--- config.mk ---
export PLATFORM = sky130hd
export DESIGN_NAME = vga_scan_ctrl
export DESIGN_NICKNAME = d
export VERILOG_FILES = /design/src/rtl/vga_pkg.sv /design/src/rtl/vga_axis_counter.sv /design/src/rtl/vga_scan_ctrl.sv
export SDC_FILE = /design/constraint.sdc
export NUM_CORES = 1
export LEC_CHECK = 0
export CAP_MARGIN = 20
export CORE_AREA = 2 2 67 69
export DETAILED_ROUTE_END_ITERATION = 16
export DIE_AREA = 0 0 69 71
export PLACE_DENSITY = 0.79
export SETUP_SLACK_MARGIN = 0.02
export SYNTH_ARGS = -nofsm -noshare
export SYNTH_HDL_FRONTEND = slang
export SYNTH_SLANG_ARGS = --single-unit
--- constraint.sdc ---
create_clock -name clock -period 2.5 [get_ports clock]
set_input_delay 0.625 -clock clock [delete_from_list [all_inputs] [get_ports clock]]
set_output_delay 0.625 -clock clock [all_outputs]
set_load 0.03 [all_outputs]
--- src/rtl/vga_pkg.sv ---
// Shared VGA timing defaults, coordinate and pixel types for the scan-out path.
package vga_pkg;

   localparam int H_ACTIVE = 640;
   localparam int H_FP     = 16;
   localparam int H_SYNC   = 96;
   localparam int H_BP     = 48;
   localparam int V_ACTIVE = 480;
   localparam int V_FP     = 10;
   localparam int V_SYNC   = 2;
   localparam int V_BP     = 33;

   localparam int H_TOTAL  = H_ACTIVE + H_FP + H_SYNC + H_BP;
   localparam int V_TOTAL  = V_ACTIVE + V_FP + V_SYNC + V_BP;
   localparam int HS_START = H_ACTIVE + H_FP;
   localparam int HS_END   = HS_START + H_SYNC;
   localparam int VS_START = V_ACTIVE + V_FP;
   localparam int VS_END   = VS_START + V_SYNC;

   localparam int PIX_DIV_DEFAULT = 4;
   localparam int RD_LAT_DEFAULT  = 1;

   localparam int COORD_W = 10;
   typedef logic [COORD_W-1:0] coord_t;

   typedef struct packed {
      logic [3:0] r;
      logic [3:0] g;
      logic [3:0] b;
   } rgb444_t;

   // One slot of the sync/blank alignment pipeline; syncs are active-low.
   typedef struct packed {
      logic active;
      logic hs;
      logic vs;
   } timing_t;

   localparam timing_t TIMING_IDLE = '{active: 1'b0, hs: 1'b1, vs: 1'b1};

   function automatic logic in_range(coord_t x, coord_t lo, coord_t hi);
      return (x >= lo) && (x < hi);
   endfunction

endpackage

--- src/rtl/vga_axis_counter.sv ---
// Wrapping position counter for one scan axis; flags the active and sync regions.
module vga_axis_counter #(
   parameter int ACTIVE = 640,
   parameter int FP     = 16,
   parameter int SYNC   = 96,
   parameter int BP     = 48
) (
   input  logic       clock,
   input  logic       reset,
   input  logic       en,
   input  logic       inc,
   output logic [9:0] count,
   output logic       wrap,
   output logic       in_active,
   output logic       in_sync
);
   import vga_pkg::*;

   localparam coord_t LAST       = coord_t'(ACTIVE + FP + SYNC + BP - 1);
   localparam coord_t ACT_END    = coord_t'(ACTIVE);
   localparam coord_t SYNC_START = coord_t'(ACTIVE + FP);
   localparam coord_t SYNC_END   = coord_t'(ACTIVE + FP + SYNC);

   coord_t count_reg;
   coord_t count_next;
   logic   at_last;

   assign at_last = (count_reg == LAST);

   always_comb begin
      count_next = count_reg;
      if (inc) begin
         count_next = at_last ? '0 : count_reg + coord_t'(1);
      end
   end

   // Disabling the scan parks the axis at zero, same as reset.
   always_ff @(posedge clock) begin
      if (!reset || !en) begin
         count_reg <= '0;
      end else begin
         count_reg <= count_next;
      end
   end

   assign count     = count_reg;
   assign wrap      = inc && at_last;
   assign in_active = (count_reg < ACT_END);
   assign in_sync   = in_range(count_reg, SYNC_START, SYNC_END);

endmodule

--- src/rtl/vga_scan_ctrl.sv ---
// VGA scan-out: pixel timing, framebuffer addressing, latency-matched sync/blank
// and RGB pin registers, plus frame_start/vblank status for software.
module vga_scan_ctrl #(
   parameter int H_ACTIVE = vga_pkg::H_ACTIVE,
   parameter int H_FP     = vga_pkg::H_FP,
   parameter int H_SYNC   = vga_pkg::H_SYNC,
   parameter int H_BP     = vga_pkg::H_BP,
   parameter int V_ACTIVE = vga_pkg::V_ACTIVE,
   parameter int V_FP     = vga_pkg::V_FP,
   parameter int V_SYNC   = vga_pkg::V_SYNC,
   parameter int V_BP     = vga_pkg::V_BP,
   parameter int PIX_DIV  = vga_pkg::PIX_DIV_DEFAULT,
   parameter int RD_LAT   = vga_pkg::RD_LAT_DEFAULT
) (
   input  logic        clock,
   input  logic        reset,
   input  logic        en,
   output logic [9:0]  h_addr,
   output logic [9:0]  v_addr,
   input  logic [11:0] vga_data,
   output logic        vga_hs,
   output logic        vga_vs,
   output logic        vga_blank_n,
   output logic [3:0]  vga_r,
   output logic [3:0]  vga_g,
   output logic [3:0]  vga_b,
   output logic        frame_start,
   output logic        vblank
);
   import vga_pkg::*;

   localparam int DIV_W = (PIX_DIV > 1) ? $clog2(PIX_DIV) : 1;
   localparam logic [DIV_W-1:0] DIV_LAST = DIV_W'(PIX_DIV - 1);

   // ---------------- pixel clock enable ----------------
   logic [DIV_W-1:0] div_reg;
   logic [DIV_W-1:0] div_next;
   logic             pix_en;

   assign pix_en = (div_reg == DIV_LAST);

   always_comb begin
      div_next = pix_en ? '0 : div_reg + DIV_W'(1);
   end

   always_ff @(posedge clock) begin
      if (!reset || !en) begin
         div_reg <= '0;
      end else begin
         div_reg <= div_next;
      end
   end

   // ---------------- scan position ----------------
   logic [9:0] h_cnt;
   logic [9:0] v_cnt;
   logic       h_wrap;
   logic       v_wrap;
   logic       h_act;
   logic       v_act;
   logic       h_sync;
   logic       v_sync;

   vga_axis_counter #(
      .ACTIVE (H_ACTIVE),
      .FP     (H_FP),
      .SYNC   (H_SYNC),
      .BP     (H_BP)
   ) u_h_axis (
      .clock     (clock),
      .reset     (reset),
      .en        (en),
      .inc       (pix_en),
      .count     (h_cnt),
      .wrap      (h_wrap),
      .in_active (h_act),
      .in_sync   (h_sync)
   );

   vga_axis_counter #(
      .ACTIVE (V_ACTIVE),
      .FP     (V_FP),
      .SYNC   (V_SYNC),
      .BP     (V_BP)
   ) u_v_axis (
      .clock     (clock),
      .reset     (reset),
      .en        (en),
      .inc       (h_wrap),
      .count     (v_cnt),
      .wrap      (v_wrap),
      .in_active (v_act),
      .in_sync   (v_sync)
   );

   // ---------------- raw timing and framebuffer address ----------------
   timing_t raw;

   always_comb begin
      raw        = TIMING_IDLE;
      raw.active = h_act && v_act;
      raw.hs     = !h_sync;
      raw.vs     = !v_sync;
   end

   assign h_addr = raw.active ? h_cnt : '0;
   assign v_addr = raw.active ? v_cnt : '0;

   // ---------------- alignment pipeline (every clock, not per pixel) ----------------
   timing_t [RD_LAT-1:0] pipe_reg;
   timing_t [RD_LAT-1:0] pipe_next;

   for (genvar gi = 0; gi < RD_LAT; gi++) begin : g_pipe
      if (gi == 0) begin : g_head
         assign pipe_next[gi] = raw;
      end else begin : g_tail
         assign pipe_next[gi] = pipe_reg[gi-1];
      end
   end

   always_ff @(posedge clock) begin
      if (!reset || !en) begin
         pipe_reg <= {RD_LAT{TIMING_IDLE}};
      end else begin
         pipe_reg <= pipe_next;
      end
   end

   // ---------------- pin registers ----------------
   timing_t dly;
   rgb444_t pix_in;
   rgb444_t rgb_reg;
   rgb444_t rgb_next;
   logic    hs_reg;
   logic    vs_reg;
   logic    blank_n_reg;
   logic    frame_start_reg;
   logic    vblank_reg;

   assign dly    = pipe_reg[RD_LAT-1];
   assign pix_in = rgb444_t'(vga_data);

   // Masking on the delayed flag keeps porch/sync pixels black whatever the RAM returns.
   always_comb begin
      rgb_next = '0;
      if (dly.active) begin
         rgb_next = pix_in;
      end
   end

   always_ff @(posedge clock) begin
      if (!reset || !en) begin
         hs_reg          <= 1'b1;
         vs_reg          <= 1'b1;
         blank_n_reg     <= 1'b0;
         rgb_reg         <= '0;
         frame_start_reg <= 1'b0;
         vblank_reg      <= 1'b0;
      end else begin
         hs_reg          <= dly.hs;
         vs_reg          <= dly.vs;
         blank_n_reg     <= dly.active;
         rgb_reg         <= rgb_next;
         frame_start_reg <= v_wrap;
         vblank_reg      <= !v_act;
      end
   end

   assign vga_hs      = hs_reg;
   assign vga_vs      = vs_reg;
   assign vga_blank_n = blank_n_reg;
   assign vga_r       = rgb_reg.r;
   assign vga_g       = rgb_reg.g;
   assign vga_b       = rgb_reg.b;
   assign frame_start = frame_start_reg;
   assign vblank      = vblank_reg;

endmodule

==> results.cfg <==
[route]
vias = 1570
drtIter0Drc = 98
drc = 0
wirelength_mm = 4.02
wire_per_inst_um = 13.3
drt-vias-per-instance = 5.18
drtPass1Iterations = 4
drtAntennaViolNets = 0

[sta]
slew_violations = 0
hold_viol = 0
fmax_mhz = 424
setup-tns-final_ns = 0
fin_crit_sh_pct = 94.4
skew_ns = 0.00509
finalCriticalPeriod_ns = 2.36
setup_viol = 0
grt_setup_unrepaired = no

[clock_network]
clkSinkCount = 42
numCtsBuffers = 5
cts-root-buf = clkbuf_8
clockBufferDepth = 2
ctsHtreeMaxLevel = 2
clkLatencyLatePin_ns = 0.30
cts_hold_buf = 0
tritoncts = built
path_clk_slew_ns = 0.08

[critical_path]
startpoint_type = flip-flop
critPathMaxFanout = 15
endpoint_kind = output port
critPathKind = reg -> out
worstPathRequired_ns = 1.88
arrival_ns = 1.74

[synthesis]
synth_xor_area_share_pct = 7.30
synth_edf_count = 0
ys_ff_latch = 42
yosysTopAreaCell = dfxtp_1
async_flop_share_pct = 0
synth_cell_types = 35
netlist.area_leader.share_pct = 46.7
yosys.area_share.adder_pct = 3.48
yosys_warnings = 0
synth-simple-area-share_pct = 35.4
synth.yosys.seq_area_share_pct = 46.7
synth-main-ff-cell = dfxtp_1
ys_top_cells_by_area = dfxtp_1 (47%), and3_1 (7.6%), and2_1 (4.5%)
synth_area_um2 = 1800
synth_top_family_by_area = simple AND/OR/NAND/NOR gates
synth_compound_area_share_pct = 3.69
synth_cells = 197
muxShareOfSynthArea_pct = 0
synth.avg_cell_area_um2 = 9.13
synth_nets = 217
synth_most_common_cell = dfxtp_1
netlist_top_cells_count = dfxtp_1 (42), and3_1 (22), nor2_1 (21), and2_1 (13), nand3_1 (12)

[global_route]
track_usage_pct = 17.0
grt_antenna_before_repair = 0
grt_start_max_net_pins = 16
grt_pass1_vias = 1407
grt_pass1_wl_mm = 6.66
grt-ovfl-total = 0

[run_status]
status = complete, no violations

[power_and_ir_drop]
p_seq_share_pct = 54.0
p_switching_uw = 253
clkPwrFrac_pct = 41.6
finalPower_uw = 1250
peakVddDrop_v = 0.000232
combPwrFrac_pct = 4.4
swShare_pct = 20.2
internal_power_uw = 999
p_leak_uw = 0.00102
p_per_area_nw_per_um2 = 516

[finish]
num_antenna_cells = 0
fin_area_um2 = 2430
drive_gt1_share_pct = 15.5
area_growth_pct = 34.9
nets = 270

[placement]
portBuffers = 50
dp_hpwl_mm = 2.91
placed_area_um2 = 2320
globalplace.congestion = 0.864

[floorplan]
dieArea_um2 = 4900
row_count = 24
core-area_um2 = 4200
ios = 52
die_h_um = 71
die_w_um = 69
initial_utilization_pct = 42.8

[min_path]
hp-class = reg -> reg

[flow_run]
cap_viol_max_count = 0
==> worst max-delay path: stages, from the launching register on <==
cell and delay [ns]:
dfxtp_1 0.45, nand3_1 0.16, nor2_1 0.20, nor2_2 0.09
buf_4 0.18, and3_2 0.19, buf_4 0.16
==> repair_timing <==
item	CTS	global route
resized for setup	0	1
buffers inserted	0	0
setup endpoints to repair	0	7
==> worst paths after layout <==
path | from | endpoint | slack, ns | cells after the start
min | dly[1] | vga_hs | 0.41 | 1
min reg2reg | dly[1] | vga_hs | 0.41 | 1
max | u_v_axis.count[5] | h_addr[2] | 0.14 | 6
max reg2reg | u_h_axis.count[0] | u_v_axis.count[7] | 0.37 | 5
==> power groups by stage <==
stage          Clock (µW)  Combinational [µW]  Sequential [µW]
2_1_floorplan           0                15.6              699
3_5_place_dp            0                55.4              692
6_report              520                55.2              676
3_3_place_gp            0                55.2              692
4_1_cts               539                55.8              676
5_1_grt               561                59.3              677
==> cell families after synthesis <==
kind of cell,after synthesis
AOI/OAI and AO/OA,12
DFF,42
adders and majority gates,5
and+or+nand+nor,108
xor gates and xnor gates,15
other,1
buffers and inverters,14
==> metal layers <==
metal / up-vias / wire, µm / track usage [%]
li1: 784 / - / -
met1: 719 / 1890 / 21.5
met2: 60 / 1800 / 27.0
met3: 7 / 259 / 4.99
met4: 0 / 70 / 7.19
met5: - / 0 / 0
==> per-stage QoR <==
stage	setup slack [ns]	hold slack, ns	util [%]	cells
2_1_floorplan	0.592	0.386	-	197
3_3_place_gp	0.510	0.393	55.1	295
3_5_place_dp	0.411	0.394	55.1	295
4_1_cts	0.145	0.413	57.7	303
5_1_grt	0.00416	0.434	57.7	303
6_report	0.139	0.410	57.7	303
==> cell usage in the layout, fill, tap and decap left out, types with 3 or more instances in the layout <==
cell type and count:
clkdlybuf4s50_1 31, xor2_1 8, o21ai_0 3, nand2b_1 3, or3_1 3, nand2_1 7, a21oi_1 6, nor3_1 6
clkbuf_8 5, nand4_1 5, and2_1 13, dfxtp_1 42, xnor2_1 7, and3_1 22, nor2_1 20, buf_4 24
nand3_1 12, inv_1 5, nor4_1 3, ha_1 5
==> area by class of cell <==
class | count | area (µm²)
fillers | 394 | 1780
multi-input cells | 141 | 903
flip-flops and latches | 42 | 841
repair buffers | 55 | 490
clock buffers | 5 | 68.8
well taps | 52 | 65.1
clock inverters | 3 | 40.0
inverters | 5 | 18.8
Power figures use the tool's default switching activity.
